$ cat src/rtl/if_stage_if.sv
// Instruction-memory bus between the fetch stage and the instruction ROM.
// The fetch stage drives the word address; the ROM answers combinationally.
interface if_stage_if #(
    parameter int unsigned IM_AW = 10
);
    logic [IM_AW-1:0] imem_addr;
    logic [31:0]      imem_rdata;

    modport master (
        output imem_addr,
        input  imem_rdata
    );

    modport slave (
        input  imem_addr,
        output imem_rdata
    );
endinterface

$ cat src/rtl/if_stage.sv
// Instruction-fetch stage of the five-stage MIPS pipeline.
// Holds the fetch PC, addresses the instruction ROM, and fills the IF/ID
// register. The next PC is chosen from the decode-stage redirect request.
// Delay-slot semantics mean the IF/ID register is never flushed.
module if_stage #(
    parameter logic [31:0] PC_RESET = 32'h0000_3000,
    parameter int unsigned IM_AW    = 10
) (
    input  logic        clk,
    input  logic        reset,
    if_stage_if.master  imem,
    input  logic        stall,
    input  logic [1:0]  npc_op,
    input  logic        br_taken,
    input  logic [31:0] rs_data_D,
    output logic [31:0] instr_D,
    output logic [31:0] pc_D,
    output logic [31:0] pc8_D,
    output logic        valid_D
);

    typedef enum logic [1:0] {
        NPC_SEQ    = 2'd0,
        NPC_BRANCH = 2'd1,
        NPC_JUMP   = 2'd2,
        NPC_JR     = 2'd3
    } npc_op_e;

    npc_op_e     op;
    logic [31:0] pc_f;
    logic [31:0] pc_off;
    logic [31:0] pc_f4;
    logic [31:0] pc_d4;
    logic [31:0] br_off;
    logic [31:0] npc;
    logic        unused_bits;

    assign op = npc_op_e'(npc_op);

    // The ROM is based at PC_RESET; addresses outside it wrap silently.
    assign pc_off         = pc_f - PC_RESET;
    assign imem.imem_addr = pc_off[IM_AW+1:2];

    assign pc_f4  = pc_f + 32'd4;
    assign pc_d4  = pc_D + 32'd4;
    assign br_off = {{14{instr_D[15]}}, instr_D[15:0], 2'b00};

    assign pc8_D = pc_D + 32'd8;

    assign unused_bits = ^{pc_off[31:IM_AW+2], pc_off[1:0], rs_data_D[1:0]};

    // Next-PC select: redirects are computed from the instruction sitting in D.
    always_comb begin
        npc = pc_f4;
        unique case (op)
            NPC_SEQ:    npc = pc_f4;
            NPC_BRANCH: npc = br_taken ? (pc_d4 + br_off) : pc_f4;
            NPC_JUMP:   npc = {pc_d4[31:28], instr_D[25:0], 2'b00};
            NPC_JR:     npc = {rs_data_D[31:2], 2'b00};
            default:    npc = pc_f4;
        endcase
    end

    // PC and IF/ID register update; stall freezes everything.
    always_ff @(posedge clk or negedge reset) begin
        if (!reset) begin
            pc_f    <= PC_RESET;
            instr_D <= '0;
            pc_D    <= PC_RESET;
            valid_D <= 1'b0;
        end else if (!stall) begin
            pc_f    <= npc;
            instr_D <= imem.imem_rdata;
            pc_D    <= pc_f;
            valid_D <= 1'b1;
        end
    end

endmodule

$ cat src/flat_wrapper.sv
// flat-port wrapper written by rule: the top's interface ports become plain ports
module if_stage_flat 
#(
    parameter logic [31:0] PC_RESET = 32'h0000_3000,
    parameter int unsigned IM_AW    = 10
)
  (clk, reset, stall, npc_op, br_taken, rs_data_D, instr_D, pc_D, pc8_D, valid_D, imem_imem_addr, imem_imem_rdata);
  if_stage_if #(.IM_AW(IM_AW)) imem_i ();
  input  logic clk;
  input  logic reset;
  input  logic stall;
  input  logic [1:0] npc_op;
  input  logic br_taken;
  input  logic [31:0] rs_data_D;
  output logic [31:0] instr_D;
  output logic [31:0] pc_D;
  output logic [31:0] pc8_D;
  output logic valid_D;
  output wire logic [$bits(imem_i.imem_addr)-1:0] imem_imem_addr;
  input wire logic [$bits(imem_i.imem_rdata)-1:0] imem_imem_rdata;
  assign imem_imem_addr = imem_i.imem_addr;
  assign imem_i.imem_rdata = imem_imem_rdata;
  if_stage #(.PC_RESET(PC_RESET), .IM_AW(IM_AW)) u_core (.clk(clk), .reset(reset), .imem(imem_i), .stall(stall), .npc_op(npc_op), .br_taken(br_taken), .rs_data_D(rs_data_D), .instr_D(instr_D), .pc_D(pc_D), .pc8_D(pc8_D), .valid_D(valid_D));
endmodule
$ cat config.mk
export PLATFORM = sky130hd
export DESIGN_NAME = if_stage_flat
export DESIGN_NICKNAME = d
export VERILOG_FILES = /design/src/rtl/if_stage_if.sv /design/src/rtl/if_stage.sv /design/src/flat_wrapper.sv
export SDC_FILE = /design/constraint.sdc
export NUM_CORES = 1
export LEC_CHECK = 0
export CORE_MARGIN = 8
export CORE_UTILIZATION = 25
export CTS_BUF_LIST = sky130_fd_sc_hd__clkbuf_2 sky130_fd_sc_hd__clkbuf_4 sky130_fd_sc_hd__clkbuf_8
export DETAILED_ROUTE_END_ITERATION = 7
export GPL_ROUTABILITY_DRIVEN = 0
export SLEW_MARGIN = 40
export SYNTH_ARGS = -nofsm -noshare
export SYNTH_HDL_FRONTEND = slang
export SYNTH_SLANG_ARGS = --single-unit
$ cat constraint.sdc
create_clock -name clk -period 5.23 [get_ports clk]
set_input_delay 0.7845 -clock clk [delete_from_list [all_inputs] [get_ports clk]]
set_output_delay 0.7845 -clock clk [all_outputs]
set_load 0.01 [all_outputs]
==> qor.csv <==
metric,value,unit
grt_max_degree,67,
dpl.hpwl,20310,microns
first_global_vias,7123,
worst_slew_pin_slew,0.6688,ns
crit_family,compound AO/OA/AOI/OAI gates,
cts-root-buf,clkbuf_8,
clkLatencyLatePin,0.39,ns
p_comb_frac,0.513,
async_flop_share,1.000,
status,"complete, no violations",
min_period_over_period,0.8478,
internal_power,2024,uW
synth-edff-count,0,
start_util,0.2540,
critPathMostFrequentCell,and3_1,
crit_chain,"ha_1, and3_1, and3_1, nand2_2, nor2_1, and3_1, nand2_1, xnor2_1, ha_1, a21oi_1, a21boi_1, a211oi_1, o21ai_2, a21oi_2, o32ai_4, xnor2_1, a221o_1",
switching_power,1439,uW
layout_min_cycle_time,4.434,ns
grt_overflow_total,0,
timing.rr.start,u_core.pc_D[3],
leakagePower,0.003892,uW
vias,6875,
firstDrtPassIters,5,
num_rows,63,
path_buf_inv,0,
hold_path.class,primary input to asynchronous set/reset pin,
critPathCaptureType,flip-flop,
slew_violations,0,
finish.net_count,1090,
final_cell_area,0.009792,sq mm
place_area,0.009589,sq mm
setup_tns,0,ns
final_common_cell,clkdlybuf4s50_1,
io_pins,177,
mostFrequentLayoutCells,"clkdlybuf4s50_1 (171), dfrtp_1 (93), nand2_1 (77)",
reg2reg_to,u_core.pc_f[26],
start_kind,flip-flop,
cts_tree,built,
wirelength,26500,microns
core_area,0.02972,sq mm
power_density,353.6,mW/mm^2
drc,0,
stdcell_count,1376,
max_slew_margin,0.5541,
nFillCells,3059,
syn_area,0.007548,sq mm
cts_setup_buffers,0,
antenna_found_initial,1,
slowest_stage,dfrtp_1,
synth.avg_cell_area,8.976,sq um
numClockSinks,97,
critPathMaxFanout,9,
antenna_cells,0,
crit_type,flip-flop to flip-flop,
yosysWarnings,0,
grt_util_all_layers,0.1462,
drt-vias-per-instance,4.996,
fin_skew,0.01709,ns
sw_frac_of_total,0.4155,
hold_ws,0.3812,ns
yosys_register_bits,97,
rsz0062_at_grt,false,
grt_pass1_wl,41530,microns
critPathArrivalTime,4.71,ns
p_clk_frac,0.154,
critPathMaxStageDelay,0.54,ns
ff2ff_path_depth,17,
syn_inst,841,
syn_to_final_growth,29.72,%
crit_start,u_core.pc_D[3],
drt_iter0_markers,485,
cts.htree.levels,3,
ir_worst_vdd,0.0001141,V
clkTransAtPathRegs,0.10,ns
die_w,189.8,microns
numCtsBuffers,9,
post_cts_resized,0,
setup_violations,0,
dp_cells,1360,
synth_nets,950,
r2r_slack,0.80,ns
p_seq_frac,0.333,
die-area,0.03601,sq mm
cts_hold_buf,0,
wire_per_inst,19.26,microns
die_h,189.8,microns
drt.antenna.violating_nets,0,
clockBufferDepth,2,
hold_viol,0,
synth.distinct_cells,70,
portBuffers,174,
drv_cap,0,
fmax,225.5,MHz
ys_seq_area_frac,0.3222,
ys.flop_type,dfrtp_1,
critPathRequiredTime,5.50,ns
drive_gt1_frac,0.1217,
-- through the flow --
step / total power [uW] / util / setup slack (ns)
6_report: 3463 / 0.3295 / 0.7958
5_1_grt: 3721 / 0.3295 / 0.3213
4_1_cts: 3504 / 0.3295 / 0.7813
3_5_place_dp: 2945 / 0.3227 / 0.8188
3_3_place_gp: 2926 / 0.3224 / 0.8851
2_1_floorplan: 2220 / - / 1.501
-- cell usage after synthesis, types with 7 or more instances --
cell type,count,share of area
nand4_1,18,0.015
o21ai_1,12,0.0080
a21oi_1,53,0.035
o211ai_1,7,0.0070
mux2_2,64,0.095
ha_1,38,0.063
buf_4,14,0.014
nand2b_1,10,0.0083
and3_1,7,0.0058
nand2_1,77,0.038
o21ai_0,53,0.035
clkbuf_1,29,0.014
nand3_1,34,0.023
inv_1,23,0.011
buf_2,7,0.0046
mux2i_1,17,0.023
xnor2_1,55,0.064
a31oi_1,10,0.0083
nor2_1,60,0.030
a221oi_1,7,0.0081
dfrtp_1,93,0.31
a21o_1,13,0.013
xor2_1,34,0.039
-- state kept, by name, indices dropped and copies added (netlist names) --
register / count
u_core.pc_D: 32
u_core.pc_f: 32
u_core.instr_D: 32
u_core.valid_D: 1
-- power groups by stage --
stage / sequential (uW) / combinational (uW) / clock [uW]
after floorplan: 1100 / 1120 / 0
after global placement: 1160 / 1760 / 0
after detailed placement: 1170 / 1770 / 0
after CTS: 1150 / 1790 / 561
after global routing: 1190 / 1950 / 577
final: 1150 / 1780 / 534
-- layer usage --
layer  vias to the layer above  track usage  share of wire
met3                        24      0.03717          0.073
met4                         2      0.04510          0.016
li1                       3309            -              -
met5                         -            0        0.00049
met1                      3320       0.1940           0.46
met2                       220       0.2301           0.45
-- layout make-up --
cell class	instances	area [sq um]	share of cell area
Sequential cell	97	2432	0.2484
Clock inverter	1	8.758	0.0008945
Tap cell	390	488.0	0.04983
Multi-Input combinational cell	665	4765	0.4866
Clock buffer	15	193.9	0.01981
Timing Repair Buffer	185	1818	0.1857
Inverter	23	86.33	0.008817
-- cells by family (layout without fill, tap and decap cells) --
kind of cell | Yosys count | after routing | synth area share
adder cells (fa/ha/maj) | 39 | 39 | 0.06564
AO/OA/AOI/OAI | 207 | 207 | 0.1757
flip-flops | 97 | 97 | 0.3222
AND/OR/NAND/NOR | 248 | 248 | 0.1646
XOR/XNOR | 89 | 89 | 0.1033
multiplexers | 82 | 82 | 0.1210
buffers and inverters | 79 | 224 | 0.04757
-- worst max path at each step --
| stage | slack [ns] | cells after the start | end |
|---|---|---|---|
| global route | 0.32 | 17 | u_core.pc_f[27] |
| floorplan | 1.50 | 18 | u_core.pc_f[26] |
| CTS | 0.78 | 17 | u_core.pc_f[27] |
| global placement | 0.89 | 17 | u_core.pc_f[26] |
| finish | 0.80 | 17 | u_core.pc_f[26] |
| detailed placement | 0.82 | 17 | u_core.pc_f[26] |
Note: power is estimated with default switching activity, not from simulation.
